**src/rtl/pipe_ctrl_pkg.sv**
```systemverilog
// Shared types and constants for the MIPS pipeline hazard controller.
package pipe_ctrl_pkg;

  typedef enum logic [1:0] {
    RUN        = 2'd0,
    LOAD_STALL = 2'd1,
    MEM_WAIT   = 2'd2
  } pipe_state_e;

  localparam int REG_ADDR_W = 5;
  localparam logic [REG_ADDR_W-1:0] REG_ZERO = 5'd0;

  // Width of the control vector carried by ID/EX and EX/MEM; flush zeroes it.
  localparam int CTRL_W = 9;

  typedef struct packed {
    logic pc_write;
    logic ifid_write;
    logic ifid_flush;
    logic idex_write;
    logic idex_flush;
    logic exmem_write;
    logic exmem_flush;
  } pipe_ctrl_t;

  localparam pipe_ctrl_t CTRL_RUN    = 7'b1101010;
  localparam pipe_ctrl_t CTRL_FREEZE = 7'b0000000;
  localparam pipe_ctrl_t CTRL_FLUSH  = 7'b1111111;
  localparam pipe_ctrl_t CTRL_STALL  = 7'b0001110;
  localparam pipe_ctrl_t CTRL_RESET  = 7'b0010101;

endpackage

```
**src/rtl/load_use_detect.sv**
```systemverilog
// Load-use hazard comparator: instruction in EX loads a register read in ID.
module load_use_detect
  import pipe_ctrl_pkg::*;
(
  input  logic [REG_ADDR_W-1:0] id_rs,
  input  logic [REG_ADDR_W-1:0] id_rt,
  input  logic [REG_ADDR_W-1:0] idex_rt,
  input  logic                  idex_memread,
  output logic                  hazard
);

  assign hazard = idex_memread && (idex_rt != REG_ZERO) &&
                  ((idex_rt == id_rs) || (idex_rt == id_rt));

endmodule

```
**src/rtl/pipe_hazard_ctrl.sv**
```systemverilog
// Pipeline stall/flush/freeze sequencer for the 5-stage MIPS core.
// Optional PIPE_HAZ_PERF_EN adds stall_cycles/flush_events counters.
module pipe_hazard_ctrl
  import pipe_ctrl_pkg::*;
#(
  parameter int LOAD_STALL_CYCLES = 1,
  parameter int MEM_TIMEOUT       = 64,
  parameter int CNT_W             = 8
)(
  input  logic                  clk,
  input  logic                  rst,
  input  logic [REG_ADDR_W-1:0] id_rs,
  input  logic [REG_ADDR_W-1:0] id_rt,
  input  logic                  idex_memread,
  input  logic [REG_ADDR_W-1:0] idex_rt,
  input  logic                  exmem_branch_taken,
  input  logic                  exmem_mem_req,
  input  logic                  dmem_ready,
  output logic                  pc_write,
  output logic                  ifid_write,
  output logic                  ifid_flush,
  output logic                  idex_write,
  output logic                  idex_flush,
  output logic                  exmem_write,
  output logic                  exmem_flush,
  output logic                  mem_err
`ifdef PIPE_HAZ_PERF_EN
  ,
  output logic [31:0]           stall_cycles,
  output logic [31:0]           flush_events
`endif
);

  localparam logic [CNT_W-1:0] STALL_LOAD = CNT_W'(LOAD_STALL_CYCLES - 1);
  localparam logic [CNT_W-1:0] TO_LIM     = CNT_W'(MEM_TIMEOUT);

  pipe_state_e      state_r, state_nxt_s, ret_state_r, ret_state_nxt_s;
  logic [CNT_W-1:0] stall_cnt_r, stall_cnt_nxt_s, ret_cnt_r, ret_cnt_nxt_s;
  logic [CNT_W-1:0] to_cnt_r, to_cnt_nxt_s, to_inc_s;
  logic             mem_err_r, mem_err_nxt_s;
  logic             hazard_s, mem_wait_s, branch_s;
  pipe_ctrl_t       ctrl_s, ctrl_out_s;

  load_use_detect u_detect (
    .id_rs        (id_rs),
    .id_rt        (id_rt),
    .idex_rt      (idex_rt),
    .idex_memread (idex_memread),
    .hazard       (hazard_s)
  );

  assign mem_wait_s = exmem_mem_req && !dmem_ready;
  assign to_inc_s   = (to_cnt_r == {CNT_W{1'b1}}) ? to_cnt_r : to_cnt_r + 1'b1;

  // Next-state and control decode; priority memory wait > branch > load-use.
  always_comb begin
    ctrl_s          = CTRL_RUN;
    state_nxt_s     = state_r;
    stall_cnt_nxt_s = stall_cnt_r;
    ret_state_nxt_s = ret_state_r;
    ret_cnt_nxt_s   = ret_cnt_r;
    to_cnt_nxt_s    = to_cnt_r;
    mem_err_nxt_s   = mem_err_r;
    branch_s        = 1'b0;
    case (state_r)
      MEM_WAIT: begin
        if (dmem_ready) begin
          state_nxt_s     = ret_state_r;
          stall_cnt_nxt_s = ret_cnt_r;
          to_cnt_nxt_s    = {CNT_W{1'b0}};
        end else begin
          ctrl_s        = CTRL_FREEZE;
          to_cnt_nxt_s  = to_inc_s;
          mem_err_nxt_s = mem_err_r || (to_inc_s >= TO_LIM);
        end
      end
      RUN, LOAD_STALL: begin
        if (mem_wait_s) begin
          // The entry cycle already counts towards the timeout.
          ctrl_s          = CTRL_FREEZE;
          state_nxt_s     = MEM_WAIT;
          ret_state_nxt_s = state_r;
          ret_cnt_nxt_s   = stall_cnt_r;
          to_cnt_nxt_s    = to_inc_s;
          mem_err_nxt_s   = mem_err_r || (to_inc_s >= TO_LIM);
        end else if (exmem_branch_taken) begin
          ctrl_s          = CTRL_FLUSH;
          state_nxt_s     = RUN;
          stall_cnt_nxt_s = {CNT_W{1'b0}};
          branch_s        = 1'b1;
        end else if (state_r == LOAD_STALL) begin
          ctrl_s          = CTRL_STALL;
          stall_cnt_nxt_s = stall_cnt_r - 1'b1;
          state_nxt_s     = (stall_cnt_r <= {{(CNT_W-1){1'b0}}, 1'b1}) ? RUN : LOAD_STALL;
        end else if (hazard_s) begin
          ctrl_s          = CTRL_STALL;
          stall_cnt_nxt_s = STALL_LOAD;
          state_nxt_s     = (STALL_LOAD != {CNT_W{1'b0}}) ? LOAD_STALL : RUN;
        end else begin
          ctrl_s          = CTRL_RUN;
        end
      end
      default: begin
        state_nxt_s     = RUN;
        stall_cnt_nxt_s = {CNT_W{1'b0}};
      end
    endcase
  end

  // State, saved-context, timeout and error registers.
  always_ff @(posedge clk or posedge rst) begin
    if (rst) begin
      state_r     <= RUN;
      ret_state_r <= RUN;
      stall_cnt_r <= {CNT_W{1'b0}};
      ret_cnt_r   <= {CNT_W{1'b0}};
      to_cnt_r    <= {CNT_W{1'b0}};
      mem_err_r   <= 1'b0;
    end else begin
      state_r     <= state_nxt_s;
      ret_state_r <= ret_state_nxt_s;
      stall_cnt_r <= stall_cnt_nxt_s;
      ret_cnt_r   <= ret_cnt_nxt_s;
      to_cnt_r    <= to_cnt_nxt_s;
      mem_err_r   <= mem_err_nxt_s;
    end
  end

  assign ctrl_out_s  = rst ? CTRL_RESET : ctrl_s;
  assign pc_write    = ctrl_out_s.pc_write;
  assign ifid_write  = ctrl_out_s.ifid_write;
  assign ifid_flush  = ctrl_out_s.ifid_flush;
  assign idex_write  = ctrl_out_s.idex_write;
  assign idex_flush  = ctrl_out_s.idex_flush;
  assign exmem_write = ctrl_out_s.exmem_write;
  assign exmem_flush = ctrl_out_s.exmem_flush;
  assign mem_err     = mem_err_r && !rst;

`ifdef PIPE_HAZ_PERF_EN
  // Saturating stall-cycle and branch-flush event counters.
  always_ff @(posedge clk or posedge rst) begin
    if (rst) begin
      stall_cycles <= 32'd0;
      flush_events <= 32'd0;
    end else begin
      if (!ctrl_s.pc_write && (stall_cycles != 32'hFFFF_FFFF)) begin
        stall_cycles <= stall_cycles + 32'd1;
      end else begin
        stall_cycles <= stall_cycles;
      end
      if (branch_s && (flush_events != 32'hFFFF_FFFF)) begin
        flush_events <= flush_events + 32'd1;
      end else begin
        flush_events <= flush_events;
      end
    end
  end
`endif

endmodule
```
**config.mk**
```make
export PLATFORM = sky130hd
export DESIGN_NAME = pipe_hazard_ctrl
export DESIGN_NICKNAME = d
export VERILOG_FILES = /design/src/rtl/pipe_ctrl_pkg.sv /design/src/rtl/load_use_detect.sv /design/src/rtl/pipe_hazard_ctrl.sv
export SDC_FILE = /design/constraint.sdc
export NUM_CORES = 1
export LEC_CHECK = 0
export ABC_AREA = 1
export BUFFER_PORTS_ARGS = -buffer_cell sky130_fd_sc_hd__buf_2
export CAP_MARGIN = 15
export CORE_AREA = 2 2 92 94
export DETAILED_ROUTE_END_ITERATION = 12
export DIE_AREA = 0 0 94 96
export SLEW_MARGIN = 40
export SYNTH_ARGS = -nofsm -noshare
export SYNTH_HDL_FRONTEND = slang
export SYNTH_SLANG_ARGS = --single-unit
```
**constraint.sdc**
```tcl
create_clock -name clk -period 3.95 [get_ports clk]
set_input_delay 0.1975 -clock clk [delete_from_list [all_inputs] [get_ports clk]]
set_output_delay 0.1975 -clock clk [all_outputs]
set_load 0.03 [all_outputs]
```
==> impl_metrics.tcl, run 1 <==
set metrics [dict create \
    status "completed" \
    num_antenna_cells 0 \
    setup_viol_count_final 0 \
    async_reset_ff_share_pct 100 \
    drt-initial-drc-count 88 \
    tightest_slew_ns 0.726 \
    overflow 0 \
    numCtsBuffers 5 \
    grt_pass1_wl_mm 6.91 \
    ys_warn_count 0 \
    avgRoutedWirePerCell_um 9.66 \
    crit_fanout 11 \
    track_usage_pct 9.65 \
    max_freq_ghz 0.502 \
    globalplace.congestion 0.802 \
    rr_worst_depth 9 \
    p_total_uw 864 \
    fp.dieH_um 96 \
    io_buffers 28 \
    critPathSlowestCell "nor2_1" \
    finalCriticalPeriod_ns 1.99 \
    root_buffer "clkbuf_8" \
    hold_buffers 1 \
    core-area_um2 8050 \
    area_delta_synth_final_pct 17.5 \
    relSlewSlack_pct 51.4 \
    synth_nets 278 \
    antenna_found_initial 0 \
    clk_path_buf_depth 2 \
    power_density_nw_per_um2 395 \
    yosysTopAreaCell "dfrtp_1" \
    wirelength_mm 3.76 \
    hold_viol 0 \
    final_common_cell "nand2_1" \
    ctsResizeCount 0 \
    crit_path_max_incr_delay_ns 0.56 \
    rr_startpoint "state_r[1]" \
    mostFrequentLayoutCells "63 x nand2_1, 36 x inv_1, 29 x dfrtp_1, 28 x buf_2, 23 x nor2_1" \
    hold_path.class "input port to flop" \
    synthFlopType "dfrtp_1" \
    drive_gt1_share_pct 22.9 \
    routed_via_density 4.16 \
    vias 1617 \
    final_cell_area_um2 2190 \
    ys_seq_elements 29 \
    die_width_um 94 \
    clock-skew-final_ns 0.00887 \
    place_worst_setup_slack_ns 1.93 \
    postCtsSetupRepairBufs 0 \
    synth_top_area_share_pct 39.0 \
    insertion_delay_ns 0.28 \
    critPathArrivalTime_ns 2.16 \
    crit_type "flop to flop" \
    syn_area_per_cell_um2 7.33 \
    hold_slack_ns 0.278 \
    die-area_um2 9020 \
    ys_types 30 \
    cts_num_sinks 29 \
    worst_slack_ns 1.96 \
    nets 308 \
    ys_seq_area_share_pct 39.0 \
    clkTransAtPathRegs_ns 0.06 \
    whs_path_depth 5 \
    rows 33 \
    maxCapViolCount 0 \
    start_util_pct 23.1 \
    cts_tree "built" \
    grt_pass1_vias 1540 \
    hp-start "dmem_ready" \
    ys_top_cells_by_area "dfrtp_1 39%, nand2_1 13%, inv_1 7.3%, o21ai_0 5.1%, nor2_1 4.6%" \
    leakage_nw 1.17 \
    holdPathEnd "state_r[0]" \
    ios 29 \
    synth_edf_count 0 \
    htreeDepth 2 \
    worstSetupEndpointType "flop" \
    ant_nets 0 \
    drt_first_pass_iters 4 \
    syn_inst 254 \
    vdd_drop_max_mv 0.125 \
    grt_max_degree 21 \
    cp-start-kind "flop" \
    required_ns 4.12 \
    place_hpwl_mm 2.88 \
    slew_viol_final 0 \
    worstPathCellList "inv_1, nor2_1, inv_1, nand2_2, nand2_4, nor2_4, inv_2, o21ai_1, nor2_1" \
    rsz0062_at_grt "false" \
    syn_area_um2 1860 \
    placedInstanceArea_um2 2090 \
    timing.final.crit_share_pct 50.4 \
    drcViolationCount 0 \
    r2r_slack_ns 1.96 \
    setup_tns_ns 0 \
    timing.rr.end "to_cnt_r[5]" \
]
[cells by family (layout without fill, tap and decap cells)]
kind of cell,count (synthesis),in the layout,share of synthesized area [%]
simple gates,121,121,29.8
compound gates,42,42,13.4
buf+inv,50,80,11.3
mux,2,2,1.21
fa+ha+maj,3,3,2.02
flops,29,29,39.0
xor+xnor,7,7,3.29
[critical path, delay by kind of cell (launching register included)]
family / cells / cell delay [ns]
buffers and inverters: 3 / 0.35
AOI/OAI and AO/OA: 1 / 0.11
and+or+nand+nor: 5 / 0.99
DFF: 1 / 0.41
[Yosys cell counts (4+ instances only)]
cell,n
nand3_1,12
xor2_1,4
nand2_1,63
o21ai_0,19
inv_1,36
o21a_1,4
nand2_2,8
o21ai_2,5
dfrtp_1,29
inv_2,7
nor2_1,23
nand4_1,4
a21oi_1,6
[area by class of cell]
cell class	count	area [µm²]
inverter	43	161
sequential	29	726
clock buffer	7	86.3
multi-input combinational	175	926
tap	105	131
timing repair buffer	30	158
fill	871	5860
[layer usage]
layer | GRT usage (%) | wire length [µm] | vias up
met5 | 0 | 0 | -
met1 | 11.9 | 1800 | 740
li1 | - | - | 854
met4 | 2.90 | 42 | 0
met3 | 3.05 | 151 | 6
met2 | 16.1 | 1770 | 17
[stage by stage]
| step | instances | utilization [%] |
|---|---|---|
| 3_3_place_gp | 381 | 26.0 |
| 3_5_place_dp | 381 | 26.0 |
| 2_1_floorplan | 254 | - |
| 4_1_cts | 389 | 27.2 |
| 5_1_grt | 389 | 27.2 |
| 6_report | 389 | 27.2 |
[flip-flops by register name (all words and copies together), names as in the netlist]
| signal | cells |
|---|---|
| to_cnt_r | 8 |
| ret_state_r | 2 |
| ret_cnt_r | 8 |
| mem_err_r | 1 |
| state_r | 2 |
| stall_cnt_r | 8 |
[worst max-delay path by stage]
| stage | startpoint | endpoint | slack (ns) | cells after the start |
|---|---|---|---|---|
| after floorplan | state_r[1] | pc_write | 1.71 | 8 |
| after global placement | state_r[1] | to_cnt_r[5] | 2.00 | 9 |
| after detailed placement | state_r[1] | to_cnt_r[5] | 1.93 | 9 |
| after CTS | state_r[1] | ifid_write | 1.94 | 8 |
| after global routing | state_r[1] | to_cnt_r[5] | 1.75 | 9 |
| final | state_r[1] | to_cnt_r[5] | 1.96 | 9 |
[power breakdown]
group	leakage [nW]	switching, mW	internal, mW
combinational	0.730	0.170	0.0832
clock	0.0443	0.108	0.138
sequential	0.392	0.0328	0.331
Power figures use the tool's default switching activity.
==> run 2, diff against run 1 <==
Clock period 3.95 ns to 1.8 ns, I/O delays scaled along.
==> impl_metrics.tcl, run 2 (same netlist as run 1, synthesis figures left out) <==
set metrics [dict create \
    die_width_um 94 \
    grt_pass1_vias 1720 \
    hold_path.class "input port to flop" \
    setup_tns_ns 0 \
    grt_pass1_wl_mm 7.42 \
    antenna_found_initial 0 \
    area_delta_synth_final_pct 23.6 \
    crit_family "flip-flops" \
    grt_max_degree 20 \
    cts_num_sinks 29 \
    drive_gt1_share_pct 25.9 \
    leakage_nw 1.22 \
    overflow 0 \
    clock-skew-final_ns 0.00888 \
    tightest_slew_ns 0.345 \
    avgRoutedWirePerCell_um 10.2 \
    crit_path_frequent_cell "inv_1" \
    mostFrequentLayoutCells "63 x nand2_1, 36 x inv_1, 29 x dfrtp_1, 26 x buf_2, 23 x nor2_1" \
    critPathArrivalTime_ns 1.55 \
    maxCapViolCount 0 \
    worstSetupEndpointType "output pin" \
    crit_cells 8 \
    cts_tree "built" \
    setup_viol_count_final 0 \
    clockPowerShare_pct 29.3 \
    pwr-share-seq_pct 39.4 \
    p_total_mw 2.03 \
    switchingPower_uw 724 \
    crit_path_max_incr_delay_ns 0.42 \
    die-area_um2 9020 \
    core-area_um2 8050 \
    cp-start-kind "flop" \
    rows 33 \
    clk_path_buf_depth 2 \
    drt-initial-drc-count 45 \
    power_density_nw_per_um2 881 \
    nets 316 \
    share_comb_of_total_power_pct 31.3 \
    clkTransAtPathRegs_ns 0.06 \
    whs_path_depth 5 \
    max_freq_ghz 0.611 \
    vdd_drop_max_mv 0.301 \
    ant_nets 0 \
    r2r_slack_ns 0.33 \
    p_int_mw 1.30 \
    numCtsBuffers 5 \
    htreeDepth 2 \
    rr_worst_depth 8 \
    drt_first_pass_iters 4 \
    wirelength_mm 4.06 \
    critPathSlowestCell "dfrtp_1" \
    crit_type "flop to output pin" \
    rsz0062_at_grt "false" \
    start_util_pct 23.1 \
    reg.largest.list "ret_cnt_r x8, stall_cnt_r x8, to_cnt_r x8" \
    slew_viol_final 0 \
    hold_viol 0 \
    finalCriticalPeriod_ns 1.64 \
    nFillCells 887 \
    place_hpwl_mm 3.02 \
    vias 1705 \
    insertion_delay_ns 0.28 \
    final_common_cell "nand2_1" \
    worst-path-buf-inv 4 \
    num_antenna_cells 0 \
    crit_fanout 5 \
    worstPathCellList "nor2_2, inv_1, nand2_4, inv_1, nor2_4, inv_1, a31oi_4, buf_6" \
    drcViolationCount 0 \
    ios 29 \
    relSlewSlack_pct 76.9 \
    timing.final.crit_share_pct 90.9 \
    p_sw_share_pct 35.7 \
    routed_via_density 4.28 \
    globalplace.congestion 0.846 \
    fp.dieH_um 96 \
    root_buffer "clkbuf_8" \
    required_ns 1.71 \
    track_usage_pct 10.3 \
    io_buffers 28 \
    status "completed" \
]
run 2: timing repair:
action / CTS / global route
endpoints found under the setup margin: 2 / 2
pin swaps: 0 / 1
hold buffers: 1 / 0
buffers inserted: 0 / 3
hold endpoints to repair: 29 / 0
gates resized for setup: 4 / 2
run 2: layer usage:
metal | vias up | global-route usage, % | share of wire [%]
li1 | 871 | - | -
met1 | 796 | 12.9 | 48
met2 | 36 | 17.4 | 47
met3 | 2 | 2.66 | 3.8
met4 | 0 | 3.38 | 0.52
met5 | - | 0 | 0
run 2: cell type report:
type | instances | area (µm²) | share of cell area (%)
Multi-Input combinational cell | 175 | 951 | 41.3
Sequential cell | 29 | 726 | 31.5
Timing Repair Buffer | 38 | 230 | 10.0
Inverter | 43 | 161 | 7.01
Tap cell | 105 | 131 | 5.71
Clock buffer | 7 | 96.3 | 4.19
Clock inverter | 1 | 5.00 | 0.218
run 2: worst register-to-register path: stages (launching register included):
cell,delay (ns)
dfrtp_1,0.39
ha_1,0.19
nand2_1,0.13
nor3_4,0.25
nand2_2,0.10
nand2_4,0.10
nor2_4,0.04
a21oi_1,0.12
nor2_1,0.06
run 2: worst paths after layout:
kind | start | end
min in group asynchronous | rst | ret_cnt_r[7]
hold reg to reg | mem_err_r | mem_err_r
setup reg to reg | to_cnt_r[0] | to_cnt_r[5]
hold / removal | dmem_ready | state_r[0]
max in group asynchronous | rst | ret_cnt_r[2]
setup / recovery | state_r[1] | ifid_write
run 2: power groups by stage:
stage          clock, mW  sequential, mW  combinational, mW
2_1_floorplan          0           0.793              0.472
4_1_cts            0.614           0.796              0.611
3_5_place_dp           0           0.808              0.598
3_3_place_gp           0           0.804              0.590
5_1_grt            0.646           0.810              0.720
6_report           0.594           0.799              0.635
run 2: stage by stage:
step	utilization [%]	std cells	hold slack (ns)	cell area, µm²	setup slack, ns
6_report	28.6	398	0.179	2300	0.164
5_1_grt	28.6	398	0.216	2300	0.0563
4_1_cts	28.2	395	0.172	2270	0.0133
3_5_place_dp	26.7	386	0.166	2150	0.226
3_3_place_gp	26.7	386	0.163	2150	0.305
2_1_floorplan	-	254	0.183	1880	0.00792
==> run 3, diff against run 2 <==
Settings changed: ABC_AREA 1 to default, CORE_AREA 2 2 92 94 to 2 2 90 92, DIE_AREA 0 0 94 96 to 0 0 92 94.
==> impl_metrics.tcl, run 3 <==
set metrics [dict create \
    rows 32 \
    async_reset_ff_share_pct 100 \
    rr_worst_depth 6 \
    wirelength_mm 4.17 \
    wl_met3_um 195 \
    grt_pass1_wl_mm 7.34 \
    wl_met1_mm 1.90 \
    track_usage_pct 10.7 \
    violations "setup timing" \
    fp.dieH_um 94 \
    cts_tree "built" \
    reg.largest.list "ret_cnt_r x8, stall_cnt_r x8, to_cnt_r x8" \
    ys_types 46 \
    worstSetupEndpointType "output pin" \
    avgRoutedWirePerCell_um 12.1 \
    grt_max_degree 30 \
    syn_area_per_cell_um2 9.55 \
    place_hpwl_mm 3.05 \
    routed_via_density 4.59 \
    crit_path_max_incr_delay_ns 0.41 \
    drt-initial-drc-count 78 \
    crit_type "flop to output pin" \
    mostFrequentLayoutCells "29 x dfrtp_1, 28 x buf_4, 26 x buf_2, 15 x nor2_1" \
    synth_most_common_cell "dfrtp_1" \
    ys_top_cells_by_area "dfrtp_1 40%, xor2_1 6.8%, mux2_2 5.6%, nor2_1 3.3%, a21oi_1 3.0%" \
    required_ns 1.71 \
    critPathArrivalTime_ns 1.73 \
    worst-path-buf-inv 2 \
    rr_startpoint "state_r[1]" \
    cts_num_sinks 29 \
    synth_nets 214 \
    p_total_mw 1.58 \
    vias 1585 \
    ys_warn_count 0 \
    finalCriticalPeriod_ns 1.82 \
    syn_area_um2 1810 \
    crit_family "compound AO/OA/AOI/OAI gates" \
    setup_viol_count_final 2 \
    final_common_cell "dfrtp_1" \
    route.met2.wl_mm 2.00 \
    vdd_drop_max_mv 0.200 \
    worstPathCellList "nor2b_4, o21a_1, buf_6, o41ai_4, buf_4" \
    antenna_found_initial 0 \
    start_util_pct 23.8 \
    max_freq_ghz 0.549 \
    timing.final.crit_share_pct 101 \
    drt_first_pass_iters 4 \
    leakage_nw 1.09 \
    num_antenna_cells 0 \
    area_delta_synth_final_pct 29.8 \
    rsz0062_at_grt "true" \
    nFillCells 806 \
    grt_pass1_vias 1571 \
    status "finished with violations" \
    relSlewSlack_pct 73.8 \
    power_density_nw_per_um2 670 \
    drcViolationCount 0 \
    overflow 0 \
    worst_slack_ns -0.0214 \
    synth_edf_count 0 \
    ys_seq_area_share_pct 40.0 \
    yosysTopAreaCell "dfrtp_1" \
    hp-start "dmem_ready" \
    cp-start-kind "flop" \
    synthFlopType "dfrtp_1" \
    maxCapViolCount 0 \
    timing.rr.end "stall_cnt_r[7]" \
    hold_viol 0 \
    yosys-top-cells-count "29 x dfrtp_1, 16 x nor2_1, 14 x nand2_1, 14 x xor2_1, 11 x a21oi_1" \
    place_worst_setup_slack_ns 0.0811 \
    r2r_slack_ns 0.03 \
    globalplace.congestion 0.828 \
    htreeDepth 2 \
    crit_fanout 4 \
    die_width_um 92 \
    ant_nets 0 \
    highest_layer "met4" \
    ios 29 \
    slew_viol_final 0 \
    synth_top_area_share_pct 40.0 \
    die-area_um2 8650 \
    clk_path_buf_depth 2 \
    critPathSlowestCell "dfrtp_1" \
    tightest_slew_ns 0.392 \
    syn_inst 190 \
    drive_gt1_share_pct 34.6 \
    insertion_delay_ns 0.28 \
    clock-skew-final_ns 0.00612 \
    clkTransAtPathRegs_ns 0.06 \
    holdPathEnd "state_r[0]" \
    core-area_um2 7610 \
    ys_seq_elements 29 \
    root_buffer "clkbuf_8" \
    numCtsBuffers 5 \
    nets 266 \
    io_buffers 28 \
    hold_path.class "input port to flop" \
    whs_path_depth 3 \
]
[run 3: cell types whose count changed after synthesis, moves of 8 or more]
cell | previous run | this run
o21ai_0 | 19 | 8
nand2_2 | 8 | 0
nand2_1 | 63 | 14
xor2_1 | 4 | 14
nand3_1 | 12 | 4
inv_1 | 36 | 7
[run 3: tightest hold or removal path: stages]
cell and delay, ns:
buf_2 0.13, nand2_1 0.06, a21oi_1 0.06
[run 3: cells by family after synthesis]
| family | after synthesis | share of synthesized area (%) |
|---|---|---|
| multiplexers | 14 | 8.90 |
| AO/OA/AOI/OAI | 42 | 15.4 |
| XOR/XNOR | 17 | 8.21 |
| adder cells (fa/ha/maj) | 3 | 2.07 |
| flip-flops | 29 | 40.0 |
| AND/OR/NAND/NOR | 67 | 20.3 |
| buffers and inverters | 18 | 5.10 |
[run 3: worst max path at each step]
stage	start	to	slack (ns)	cells past startpoint
after floorplan	state_r[1]	pc_write	-0.05	6
after global placement	idex_rt[0]	stall_cnt_r[3]	0.10	5
after detailed placement	idex_rt[0]	stall_cnt_r[0]	0.08	6
after CTS	state_r[1]	ifid_write	-0.03	5
after global routing	state_r[1]	ifid_write	-0.11	7
final	state_r[1]	ifid_write	-0.02	5
[run 3: timing repair]
item                       4_1_cts  5_1_grt
setup endpoints to repair        2       11
setup buffers                    2        6
hold buffers                     1        0
hold endpoints to repair         4        0
pin swaps                        0        1
gates resized for setup          3        1
[run 3: area by class of cell]
class	count	area, µm²	area share (%)
Clock buffer	8	80.1	3.40
Inverter	7	26.3	1.12
Multi-Input combinational cell	143	1030	43.9
Sequential cell	29	726	30.8
Tap cell	102	128	5.42
Timing Repair Buffer	56	362	15.4
[run 3: power breakdown]
| group | internal [mW] | total (mW) | switching [mW] | leakage (nW) |
|---|---|---|---|---|
| clock | 0.274 | 0.501 | 0.227 | 0.0395 |
| combinational | 0.163 | 0.361 | 0.197 | 0.657 |
| sequential | 0.688 | 0.715 | 0.0265 | 0.397 |
[run 3: stage by stage]
step | instances | TNS (ns) | util (%) | area, µm² | hold slack (ns)
CTS | 339 | -0.0495 | 30.3 | 2310 | 0.0963
floorplan | 190 | -0.0520 | - | 1860 | 0.176
detailed placement | 328 | 0 | 28.8 | 2190 | 0.299
global placement | 328 | 0 | 28.8 | 2190 | 0.291
finish | 345 | -0.0422 | 31.0 | 2350 | 0.110
global route | 345 | -0.271 | 31.0 | 2350 | 0.120
[run 3: metal layers]
layer,track usage (%),vias to the layer above
met4,4.98,0
li1,-,781
met3,3.05,7
met2,17.0,35
met5,0,-
met1,13.6,762
